--- config.mk ---
export PLATFORM = sky130hd
export DESIGN_NAME = cpuc_div
export DESIGN_NICKNAME = d
export VERILOG_FILES = /design/src/rtl/cpuc_div.sv
export SDC_FILE = /design/constraint.sdc
export NUM_CORES = 1
export LEC_CHECK = 0
export CAP_MARGIN = 0
export CORE_MARGIN = 2
export CORE_UTILIZATION = 30
export CTS_BUF_LIST = sky130_fd_sc_hd__clkbuf_4 sky130_fd_sc_hd__clkbuf_8 sky130_fd_sc_hd__clkbuf_16
export CTS_CLUSTER_DIAMETER = 100
export DETAILED_ROUTE_END_ITERATION = 8
export SYNTH_ARGS = -nofsm -noshare
export SYNTH_HDL_FRONTEND = slang
export SYNTH_SLANG_ARGS = --single-unit
--- constraint.sdc ---
create_clock -name Clk -period 2.8 [get_ports Clk]
set_input_delay 0.84 -clock Clk [delete_from_list [all_inputs] [get_ports Clk]]
set_output_delay 0.84 -clock Clk [all_outputs]
set_load 0.02 [all_outputs]
--- src/rtl/cpuc_div.sv ---
// cpuc_div: radix-2 restoring unsigned divider.
// One quotient bit per clock, valid/ready on both sides.
package cpuc_package;
  localparam int DATA_WIDTH = 32;
endpackage

module cpuc_div
  import cpuc_package::*;
#(
  parameter int DW    = DATA_WIDTH,
  parameter int CNT_W = $clog2(DW) + 1
) (
  input  logic          Clk,
  input  logic          Rst_n,
  input  logic          in_valid,
  output logic          in_ready,
  input  logic [DW-1:0] dividend,
  input  logic [DW-1:0] divisor,
  output logic          out_valid,
  input  logic          out_ready,
  output logic [DW-1:0] quotient,
  output logic [DW-1:0] remainder,
  output logic          div_by_zero
);

  typedef enum logic [1:0] {
    IDLE = 2'd0,
    BUSY = 2'd1,
    DONE = 2'd2
  } state_t;

  state_t state, nxt;

  logic [DW-1:0]  q_r;
  logic [DW-1:0]  d_r;
  logic [DW:0]    r_r;
  logic [CNT_W-1:0] cnt;

  logic [DW+1:0] rs;
  logic [DW+1:0] t;
  logic [DW:0]   r_n;
  logic [DW-1:0] q_n;
  logic          last;
  logic          zdiv;

  assign in_ready  = (state == IDLE);
  assign out_valid = (state == DONE);
  assign last      = (cnt == CNT_W'(DW - 1));
  assign zdiv      = (divisor == '0);

  // one restoring step: shift {R,Q}, trial-subtract D, keep or restore
  always_comb begin
    rs  = {r_r, q_r[DW-1]};
    t   = rs - {2'b00, d_r};
    r_n = rs[DW:0];
    q_n = {q_r[DW-2:0], 1'b0};
    if (!t[DW+1]) begin
      r_n = t[DW:0];
      q_n = {q_r[DW-2:0], 1'b1};
    end
  end

  // state register
  always_ff @(posedge Clk) begin
    if (!Rst_n) state <= IDLE;
    else        state <= nxt;
  end

  // next-state logic
  always_comb begin
    nxt = state;
    unique case (state)
      IDLE: if (in_valid) nxt = zdiv ? DONE : BUSY;
      BUSY: if (last)     nxt = DONE;
      DONE: if (out_ready) nxt = IDLE;
      default:            nxt = IDLE;
    endcase
  end

  // datapath: operand capture, iteration and result registers
  always_ff @(posedge Clk) begin
    if (!Rst_n) begin
      q_r         <= '0;
      d_r         <= '0;
      r_r         <= '0;
      cnt         <= '0;
      quotient    <= '0;
      remainder   <= '0;
      div_by_zero <= 1'b0;
    end else begin
      unique case (state)
        IDLE: begin
          if (in_valid) begin
            div_by_zero <= zdiv;
            if (zdiv) begin
              quotient  <= '1;
              remainder <= dividend;
            end else begin
              q_r <= dividend;
              d_r <= divisor;
              r_r <= '0;
              cnt <= '0;
            end
          end
        end
        BUSY: begin
          q_r         <= q_n;
          r_r         <= r_n;
          cnt         <= cnt + 1'b1;
          div_by_zero <= 1'b0;
          if (last) begin
            quotient  <= q_n;
            remainder <= r_n[DW-1:0];
          end
        end
        default: ;
      endcase
    end
  end

endmodule

==> metrics <==
status complete, but fails checks; failing checks setup timing; antenna cells 0; Reg-to-Reg End r_r[13]$_SDFFE_PN0P_; flop-to-flop setup slack -330 ps; Internal Pwr Total between 9 and 10 mW; port bufs 134; count of cell types in the netlist 63; Post-synth top cells nand2_1, dfxtp_1, a21oi_1; Nets around 1,500; power density over the cells ~1200 mW/mm²; DRC 0; largest net degree at the start of global routing 59; Max VDD drop 0.00113 V; Area growth, synth to finish 56.2%; Reg2Reg Launch Point d_r[1]$_SDFFE_PN0P_; Mapped Area around 0.0086 mm²; Initial DRC Count about 610; share of the synthesized area in the top cell type 39.5%; CP arrival around 3500 ps; CTS Buf Count 17; R2R depth 14; top cells by area, synth dfxtp_1, nand2_1, a21oi_1, ha_1, a31oi_1; DP Worst Slack -625 ps; crit path time final ~3100 ps; first-pass GRT wire length between 40 and 50 mm; Avg WL per Cell ~17 µm; Fmax 319 MHz; top cell type by total area after synthesis dfxtp_1; slew of the pin with the lowest slew margin a little under 700 ps; CTS hold repair buffers 0; combinational power share between 60% and 70%; layout cell share with drive strength beyond 1 a little under 30%; synthesized area per cell between 8 and 9 µm²; Final Slew Violations 0; Setup Viol. Count Final 66; sequential share of power a little under a fifth; post-synthesis async set-or-reset flop share 0%; Routed Antenna Nets 0; switching share of power roughly 43%; CTS max path bufs 2; Initial Util a little over 30%; top-count cell post-synth nand2_1; Die H approximately 170 µm; final WL between 20 and 30 mm; Final WS setup -333 ps; P_sw between 7 and 8 mW; period utilization 112%; CTS tree built; Synthesized Nets between 1,000 and 1,500; Required @ worst endpoint about 3200 ps; initial antenna violation count 0; vias in the first global route 8,770; final hold violation count 0; Synth Register Bits 170; core area roughly 0.028 mm²; clock share of power around 15%; Leak 5.25 nW; Die ar. 0.0301 mm²; Synthesis Warnings 0; fin util between 40 and 50%; CP startpoint d_r[1]$_SDFFE_PN0P_; Mapped Cells ~1,100; register area share after synthesis between 30% and 40%; total grt overflow 0; critical path startpoint category register; H-Tree Depth 4; GPL Wtd Cong a little under 0.9; vias approximately 9,100; drt pass-1 iters 5; CP Class register to register; HP Class register to register; worst skew pair latency between 400 and 500 ps; EDFF count, synth 0; ys flop type dfxtp_1; clk slew on worst S/H paths about 80 ps; root buffer cell clkbuf_16; vias per inst just over 5; hpwl dp about 22 mm; nature of the critical path endpoint register; io pins 135; CTS sink count between 150 and 200; clock skew approximately 17 ps; RSZ-0062 raised after global routing yes; Rel. slew slack a little over half; Max-Cap Viols 0; worst-path fanout max 4; worst setup path endpoint r_r[13]$_SDFFE_PN0P_; total track usage between 10% and 20%; # fillers ~2,800; DIE WIDTH 173 µm; std cell rows slightly above 60
## stage by stage
stage	hold WS, ps	power (mW)	setup TNS, ps	cells	cell area, µm²
2_1_floorplan	436	7.81	-99.2	1068	8660
3_3_place_gp	444	11.4	-83850	1704	11900
3_5_place_dp	448	11.5	-86700	1704	11900
4_1_cts	459	15.9	-13850	1753	13200
5_1_grt	474	17.4	-21230	1756	13500
6_report	455	16.5	-14870	1756	13500
## registers in the layout, summed over array words and instances, names as in the netlist
name,flops
cnt,6
d_r,32
div_by_zero,1
q_r,32
quotient,32
r_r,33
remainder,32
state,2
## logic make-up after synthesis
kind of cell               count (synthesis)  synth area share (%)
and+or+nand+nor                          356                  18.4
AOI/OAI and AO/OA                        352                  28.1
DFF                                      170                  39.5
buffers and inverters                    126                  5.91
adders and majority gates                 34                  5.02
xor gates and xnor gates                  28                  2.85
muxes                                      2                 0.232
## worst max-delay path, cell delays in order (launching register included)
cell and delay [ps]:
dfxtp_2 340, inv_2 50, ha_4 230, nor2b_4 120, o211a_1 240, o311ai_4 350, a2111oi_4 120, buf_4 180
o211a_4 250, o21a_4 230, bufbuf_16 270, buf_4 150, nor4_4 290, a31oi_2 80, a21oi_1 140
## layer usage
layer,wire (µm),track usage [%],part of all wire (%)
met5,0,0,0
met4,695,5.76,2.3
met3,1580,3.36,5.3
met2,13500,30.4,45
met1,14300,27.1,48
## final cells by class
cell class | instances | area [µm²] | share of cell area (%)
timing repair buffer | 359 | 3370 | 25.0
clock inverter | 15 | 200 | 1.49
sequential | 170 | 3420 | 25.4
inverter | 39 | 146 | 1.09
multi-input combinational | 772 | 5420 | 40.3
tap | 384 | 480 | 3.57
clock buffer | 17 | 425 | 3.16
## how the worst min path moves through the flow
stage / from / to / depth (start not counted)
after floorplan: d_r[10]$_SDFFE_PN0P_ / d_r[10]$_SDFFE_PN0P_ / 2
after detailed placement: d_r[5]$_SDFFE_PN0P_ / d_r[5]$_SDFFE_PN0P_ / 2
after global routing: d_r[5]$_SDFFE_PN0P_ / d_r[5]$_SDFFE_PN0P_ / 2
final: d_r[5]$_SDFFE_PN0P_ / d_r[5]$_SDFFE_PN0P_ / 2
after CTS: d_r[5]$_SDFFE_PN0P_ / d_r[5]$_SDFFE_PN0P_ / 2
after global placement: d_r[13]$_SDFFE_PN0P_ / d_r[13]$_SDFFE_PN0P_ / 2
## power by group through the flow
stage | Clock (mW) | Sequential, mW | Combinational, mW
3_3_place_gp | 0 | 3.06 | 8.39
4_1_cts | 2.53 | 3.04 | 10.3
3_5_place_dp | 0 | 3.06 | 8.40
2_1_floorplan | 0 | 3.06 | 4.74
5_1_grt | 2.62 | 3.08 | 11.7
6_report | 2.50 | 3.06 | 11.0
## cell usage in the layout, fill, tap and decap left out, drive strengths merged, types with 32 or more instances in the layout
cell           instances
buf                  223
nand2                191
dfxtp                170
clkdlybuf4s50        130
a21oi                103
nor2                  64
a31oi                 59
o21ai                 52
inv                   47
ha                    33
a311oi                32
## timing repair
item,in CTS,in global routing
gates cloned,3,0
endpoints found under the setup margin,133,132
pin swaps,31,26
buffers inserted,17,3
gates resized for setup,97,50
Power figures use the tool's default switching activity.
